## config.mk

```make
export PLATFORM = sky130hd
export DESIGN_NAME = piso_shift_reader
export DESIGN_NICKNAME = d
export VERILOG_FILES = /design/src/rtl/reg_pkg.sv /design/src/rtl/piso_bit_counter.sv /design/src/rtl/piso_shift_reader.sv
export SDC_FILE = /design/constraint.sdc
export NUM_CORES = 1
export LEC_CHECK = 0
export BUFFER_PORTS_ARGS = -buffer_cell sky130_fd_sc_hd__buf_2
export CELL_PAD_IN_SITES_DETAIL_PLACEMENT = 1
export CELL_PAD_IN_SITES_GLOBAL_PLACEMENT = 1
export CORE_MARGIN = 2
export CORE_UTILIZATION = 35
export DETAILED_ROUTE_END_ITERATION = 16
export PLACE_DENSITY = 0.74
export RECOVER_POWER = 25
export SLEW_MARGIN = 25
export SYNTH_ARGS = -nofsm -noshare
export SYNTH_HDL_FRONTEND = slang
export SYNTH_SLANG_ARGS = --single-unit
```

## constraint.sdc

```tcl
create_clock -name clk -period 2.2 [get_ports clk]
set_input_delay 0 -clock clk [delete_from_list [all_inputs] [get_ports clk]]
set_output_delay 0 -clock clk [all_outputs]
set_load 0.02 [all_outputs]
```

## src/rtl/reg_pkg.sv

```systemverilog
`default_nettype none
// ============================================================================
// reg_pkg: shared state encoding and default width for the register family.
// Rev 1.0
// ============================================================================
package reg_pkg;

   localparam int         REG_WIDTH = 8;

   localparam logic [1:0] ST_IDLE   = 2'd0;
   localparam logic [1:0] ST_SHIFT  = 2'd1;
   localparam logic [1:0] ST_DONE   = 2'd2;

   typedef enum logic [1:0] {
      S_IDLE  = ST_IDLE,
      S_SHIFT = ST_SHIFT,
      S_DONE  = ST_DONE
   } state_t;

endpackage
`default_nettype wire

```

## src/rtl/piso_bit_counter.sv

```systemverilog
`default_nettype none
// ============================================================================
// piso_bit_counter: loadable down-counter, tc_o flags a count of one.
// Rev 1.0
// ============================================================================
module piso_bit_counter #(
   parameter int CNT_W = 4
) (
   input  logic             clk,
   input  logic             reset,
   input  logic             load_i,
   input  logic [CNT_W-1:0] value_i,
   input  logic             dec_i,
   output logic             tc_o
);

   logic [CNT_W-1:0] count_q;
   logic [CNT_W-1:0] count_d;

   always_comb begin
      count_d = count_q;
      if (load_i) begin
         count_d = value_i;
      end else if (dec_i && (count_q != '0)) begin
         count_d = count_q - CNT_W'(1);
      end
   end

   always_ff @(posedge clk or posedge reset) begin
      if (reset) begin
         count_q <= '0;
      end else begin
         count_q <= count_d;
      end
   end

   assign tc_o = (count_q == CNT_W'(1));

endmodule
`default_nettype wire

```

## src/rtl/piso_shift_reader.sv

```systemverilog
`default_nettype none
// ============================================================================
// piso_shift_reader: captures a word on load/ready and shifts it out MSB first.
// Defining PISO_PARITY_EN appends one even-parity bit after bit 0. Rev 1.0
// ============================================================================
module piso_shift_reader
   import reg_pkg::*;
#(
   parameter int WIDTH = REG_WIDTH
) (
   input  logic             clk,
   input  logic             reset,
   input  logic             load,
   input  logic [WIDTH-1:0] data_in,
   output logic             ready,
   output logic             serial_out,
   output logic             serial_valid,
   output logic             busy,
   output logic             done
);

`ifdef PISO_PARITY_EN
   localparam int SH_W  = WIDTH + 1;
   localparam int CNT_W = $clog2(WIDTH + 2);
`else
   localparam int SH_W  = WIDTH;
   localparam int CNT_W = $clog2(WIDTH + 1);
`endif
   localparam logic [CNT_W-1:0] C_CNT_INIT = CNT_W'(SH_W);

   state_t          state_q;
   logic [SH_W-1:0] shreg_q;
   logic [SH_W-1:0] shreg_d;
   logic            ready_q;
   logic            sout_q;
   logic            valid_q;
   logic            busy_q;
   logic            done_q;
   logic            cnt_load;
   logic            cnt_dec;
   logic            cnt_tc;

   // Parity rides in the LSB so it falls out naturally after bit 0.
   always_comb begin
`ifdef PISO_PARITY_EN
      shreg_d = {data_in, ^data_in};
`else
      shreg_d = data_in;
`endif
   end

   assign cnt_load = (state_q == S_IDLE) && load;
   assign cnt_dec  = (state_q == S_SHIFT);

   piso_bit_counter #(
      .CNT_W (CNT_W)
   ) u_cnt (
      .clk     (clk),
      .reset   (reset),
      .load_i  (cnt_load),
      .value_i (C_CNT_INIT),
      .dec_i   (cnt_dec),
      .tc_o    (cnt_tc)
   );

   always_ff @(posedge clk or posedge reset) begin
      if (reset) begin
         state_q <= S_IDLE;
         shreg_q <= '0;
         ready_q <= 1'b1;
         sout_q  <= 1'b0;
         valid_q <= 1'b0;
         busy_q  <= 1'b0;
         done_q  <= 1'b0;
      end else begin
         case (state_q)
            S_IDLE: begin
               if (load) begin
                  state_q <= S_SHIFT;
                  shreg_q <= shreg_d;
                  ready_q <= 1'b0;
                  sout_q  <= shreg_d[SH_W-1];
                  valid_q <= 1'b1;
                  busy_q  <= 1'b1;
               end
            end
            S_SHIFT: begin
               shreg_q <= {shreg_q[SH_W-2:0], 1'b0};
               if (cnt_tc) begin
                  state_q <= S_DONE;
                  sout_q  <= 1'b0;
                  valid_q <= 1'b0;
                  busy_q  <= 1'b0;
                  done_q  <= 1'b1;
               end else begin
                  sout_q  <= shreg_q[SH_W-2];
               end
            end
            S_DONE: begin
               state_q <= S_IDLE;
               done_q  <= 1'b0;
               ready_q <= 1'b1;
            end
            default: begin
               state_q <= S_IDLE;
               shreg_q <= '0;
               ready_q <= 1'b1;
               sout_q  <= 1'b0;
               valid_q <= 1'b0;
               busy_q  <= 1'b0;
               done_q  <= 1'b0;
            end
         endcase
      end
   end

   assign ready        = ready_q;
   assign serial_out   = sout_q;
   assign serial_valid = valid_q;
   assign busy         = busy_q;
   assign done         = done_q;

endmodule
`default_nettype wire

```

# Yosys cells after proc, flatten, opt, wreduce, memory -nomap -nowiden
# Cells that the tools add are included.
[classes] n_addsub=1 eq_ne=5 mux=17 n_bitwise=3 reduce_logical=10
[ops] operator="$pmux W7 S3" n=1
[ops] operator="$mux W4" n=2
[ops] operator="$reduce_and A2 Y1" n=4
[ops] operator="$mux W7" n=1
[ops] operator="$mux W1" n=6
[ops] operator="$pmux W1 S3" n=2
[ops] operator="$eq A4 B1 Y1 const B" n=1
[ops] operator="$mux W2" n=2
[ops] operator="$ne A2 B2 Y1 const B" n=2
[ops] operator="$pmux W1 S2" n=2
[ops] operator="$pmux W2 S2" n=1
[ops] operator="$reduce_bool A4 Y1" n=1
[ops] operator="$sub A4 B1 Y4 const B" n=1
[ops] operator="$not A1 Y1" n=3
[ops] operator="$reduce_and A3 Y1" n=1
[ops] operator="$eq A2 B1 Y1 const B" n=1
[ops] operator="$eq A2 B2 Y1 const B" n=1
[ops] operator="$logic_and A1 B1 Y1" n=2
[ops] operator="$logic_not A2 Y1" n=1
[ops] operator="$reduce_bool A2 Y1" n=1
[totals] regBits=17 in_bits=11 out_inout_bits=5 word_cells=43

# Depth between registers and ports, before layout
[depth] depth_word=4 depth_mapped=5 mapped_depth_nobuf=5

# By module
# Synthesis repeated with hierarchy kept, for this count alone.
[unflattened] hier_cells=89 hier_area_um2=912.1
[modules_own_cells] module="piso_shift_reader" instances=1 cells_each=59 area_per_inst_um2=625.6 seq_area_each_um2=326.6
[modules_own_cells] module="piso_bit_counter" instances=1 cells_each=30 area_per_inst_um2=286.5 seq_area_each_um2=100.1

# Worst setup path before layout
# OpenSTA, ideal clock, no wires.
[synth_timing] path_kind="reg2reg" from="register u_cnt.count_q[0]" to="register u_cnt.count_q[3]" setup_time_ns=0.137 t_arrival_ns=1.235 required_ns=2.063 setup_slack_ns=0.827 path_stages_with_launch=4 path_buffers=0 period_less_slack_ns=1.373 path_cell_list="dfrtp_1 -> or4b_4 -> a211oi_2 -> o41ai_1"
[synth_between] elab_chain_len=3 elab_cells_between_ends=6 classes_between="add/sub (1); mux (2); reduce/logical (3)"
[synth_rtl] element="start, declared" line="piso_bit_counter.sv:17" text="logic [CNT_W-1:0] count_q;"
[synth_rtl] element="start signal, assigned" line="piso_bit_counter.sv:33" text="count_q <= count_d;"
[synth_rtl] element="$sub A4 B1 Y4 / $reduce_bool A4 Y1 (equally long branches)" line="piso_bit_counter.sv:25, piso_bit_counter.sv:24"
[synth_rtl] element="$mux W4 / $logic_and A1 B1 Y1 (equally long branches)" line="piso_bit_counter.sv:24" text="end else if (dec_i && (count_q != '0)) begin"
[synth_rtl] element="$mux W4 / $reduce_bool A2 Y1 (equally long branches)"
# Parallel ways exist; a longest one is shown, timed or not. The select of a mux whose other input is x is not followed.
# A chain may end at the register's enable or synchronous reset.

# Worst setup path in the final report
[layout_timing] from="register u_cnt.count_q[0]" to="register u_cnt.count_q[0]"
# Same word-level chain as after synthesis.

==> run summary <==
result of the run - complete, no violations
clock tree from TritonCTS - built
warning count from the yosys run - 0
Req. time, crit path - 2.37 ns
CP Launch Point - u_cnt.count_q[0]
CTS Sinks - 17
antenna fix cells - 0
dominant register cell in the synthesized netlist - dfrtp_1
sum of negative setup slack - 0 ns
fraction of registers with async set or reset after synthesis - 1.00
Post-Synth Simple-Gate Area - 0.147
number of endpoints with negative hold slack in the final report - 0
worst setup skew after layout - 0.00497 ns
compound-gate portion of the synthesized area - 0.237
height of the die - 53.2 um
count of antenna-violating nets left after detailed routing - 0
clock insertion delay at the later pin of the skew report - 0.29 ns
XOR/XNOR share of the synthesized area - 0
end of the worst hold path - shreg_q[6]
switching power total - 0.000527 W
endpoint of the most critical register-to-register path - u_cnt.count_q[0]
drt first pass iters - 2
buffers added on ports - 15
final hold slack - 0.0116 ns
post-synth net total - 91
net count reported at finish - 113
DR vias/cell - 5.35
Max Clock Freq - 625 MHz
share of final-layout standard cells stronger than drive strength 1 - 0.263
top fanout value on the critical path - 6
largest family of logic cells by synthesized area - compound AO/OA/AOI/OAI gates
time the worst path needs with I/O delays and setup - 1.60 ns
largest vdd supply drop - 0.651 mV
Routability Congestion - 0.706
Clock Pin Slew Worst Setup and Hold Paths - 0.11 ns
number of placed I/O pins - 16
hold crit path type - in -> reg
Critical Path End Type - flop
mapped cell area - 848 um2
Seq/Total Area, Yosys - 0.503
effective utilization at floorplan - 0.376
max-cap viol count - 0
power density relative to cell area - 1270 nW/um2
cell depth of the worst min-delay path - 3
sum of routed wire length over all layers - 1980 um
Max stage delay on crit path - 0.52 ns
total via count in the routed design - 680
worst path buffer plus inverter count - 1
CORE AREA - 2250 um2
headroom to the max-slew limit - 0.561
startpoint of the tightest hold check path - data_in[6]
vias in the first global route - 774
global-route wire length before repair - 3510 um
count of flip-flops with a built-in enable after synthesis - 0
portion of synthesized cell area occupied by the leading cell type - 0.472
Reg2Reg Setup Slack - 0.60 ns
total die area - 2830 um2
cell-internal power - 0.000766 W
Chip Width - 53.2 um
initial antenna violation count - 0
maximum number of pins on one net before global-route repair - 20
r2r worst-path depth - 5
sequence of cells on the critical path - inv_1, ha_1, nor3b_1, a22oi_1, o41ai_1
cell type group with the largest total delay on the critical path - simple AND/OR/NAND/NOR gates
adder-cell share of the synthesized area - 0.0295
setup repair after global routing missed its margin - false
slew of the pin with the lowest slew margin - 0.657 ns
type of the worst setup path - reg -> reg
sequential group share of total power - 0.425
clk buf depth - 2
Crit-path slowest cell - nor3b_1
count of instances resized after the clock tree is built - 0
routed length on met1 - 890 um
crit start category - flop
Mean Syn Cell Area - 10.9 um2
reported leakage power - 0.459 nW
number of endpoints failing setup at the final stage - 0
root buffer selected by CTS - clkbuf_4
count of state elements after synthesis - 17
area after detailed placement - 946 um2
fin. max-slew vios - 0
most frequently used cell type in the post-synthesis netlist - dfrtp_1
number of buffers inserted during clock tree synthesis - 3
number of standard-cell rows in the floorplan - 17
cell taking the most area after synthesis - dfrtp_1
Net Sw Frac - 0.408
final routed wire length divided by cell count - 15.6 um
HPWL after detailed placement - 1420 um
final std cell area, no fill - 1020 um2
top cells by area, synth - dfrtp_1 (47%), a22oi_1 (6.2%), o2bb2ai_1 (6.2%), dfstp_2 (3.1%), o41ai_1 (3.1%)
origin of the critical flop-to-flop path - u_cnt.count_q[0]
DRC errors left - 0
WP data arrival - 1.77 ns
CTS HTree Levels - 1
Post-Syn Instances - 78
remaining global-route overflow - 0
leading cell types by count after synthesis - dfrtp_1 (16), a22oi_1 (7), inv_1 (6), o2bb2ai_1 (6)
count of cell types in the netlist - 27
number of post-CTS setup repair buffers - 0
area growth from synthesis to final layout - 20.5%
clock share of power - 0.132
metal3 WL - 74 um
total length of routed met2 wires - 1010 um
number of buffers inserted for hold repair after clock tree synthesis - 5
Top Layer Used - met3
Global Route Usage Sum - 0.171
multiplexer area fraction after synthesis - 0.0236
fraction of the cycle the final worst path needs - 0.727
combinational share of power - 0.444
Iteration-0 DRC Markers - 9
==> worst min-delay path: stages <==
cell       delay (ns)
buf_2            0.08
a22oi_1          0.05
o2bb2ai_1        0.14
==> area by class of cell <==
class / instances / area (um2)
multi-input cells: 50 / 372
clock inverters: 1 / 5.00
flip-flops and latches: 17 / 427
inverters: 6 / 22.5
repair buffers: 22 / 139
well taps: 28 / 35.0
fillers: 283 / 1230
clock buffers: 3 / 22.5
==> worst max-delay path by stage <==
stage | end | slack, ns | cells past startpoint
3_5_place_dp | u_cnt.count_q[0] | 0.60 | 5
3_3_place_gp | u_cnt.count_q[3] | 0.77 | 3
4_1_cts | u_cnt.count_q[0] | 0.56 | 5
2_1_floorplan | u_cnt.count_q[3] | 0.83 | 3
6_report | u_cnt.count_q[0] | 0.60 | 5
5_1_grt | u_cnt.count_q[0] | 0.40 | 5
==> cell families after synthesis <==
family          after synthesis
compound gates               27
mux                           2
fa+ha+maj                     2
simple gates                 19
buf+inv                      11
flops                        17
==> flip-flops by register name, summed over array words and instances, names as in the netlist <==
signal         cells
done               1
state_q            2
shreg_q            7
serial_out         1
ready              1
busy               1
u_cnt.count_q      4
==> per-stage QoR <==
stage / utilization / setup slack, ns / instances / total power, W
floorplan: - / 0.827 / 78 / 0.000968
global placement: 0.420 / 0.767 / 118 / 0.00109
detailed placement: 0.420 / 0.601 / 118 / 0.00113
CTS: 0.454 / 0.560 / 127 / 0.00131
global route: 0.453 / 0.403 / 127 / 0.00141
finish: 0.453 / 0.600 / 127 / 0.00129
==> power by group through the flow <==
stage	sequential [W]	clock, W	combinational [W]
after floorplan	0.000561	0	0.000407
after global placement	0.000541	0	0.000551
after detailed placement	0.000553	0	0.000575
after CTS	0.000548	0.000178	0.000584
after global routing	0.000571	0.000192	0.000647
final	0.000549	0.000170	0.000574
==> cells in the final DEF, fill, tap and decap left out <==
cell	Yosys	routed
buf_2	1	14
o21bai_1	2	2
dfrtp_1	16	16
a22oi_1	7	7
nor2b_1	2	2
clkinv_2	0	1
a211oi_2	1	1
nand2b_1	1	1
buf_4	2	2
dlygate4sd3_1	0	5
or4b_4	1	1
and4bb_2	1	1
clkbuf_1	2	1
and2_2	2	2
clkbuf_4	0	3
mux2i_1	2	2
o2bb2ai_1	6	6
o21ai_0	2	2
o22ai_1	1	1
inv_1	6	6
dfstp_2	1	1
a21oi_1	4	4
nand2_1	2	2
a31oi_1	1	1
and2_1	2	2
nor3b_1	3	3
nor2_1	4	4
ha_1	2	2
nand3b_1	1	1
o41ai_1	3	3
==> per-layer routing <==
layer,global-route usage,vias to the layer above
li1,-,327
met1,0.213,340
met2,0.288,13
met3,0.0339,0
met4,0.0641,0
met5,0,-
No activity file was read; power rests on OpenSTA's default activity.
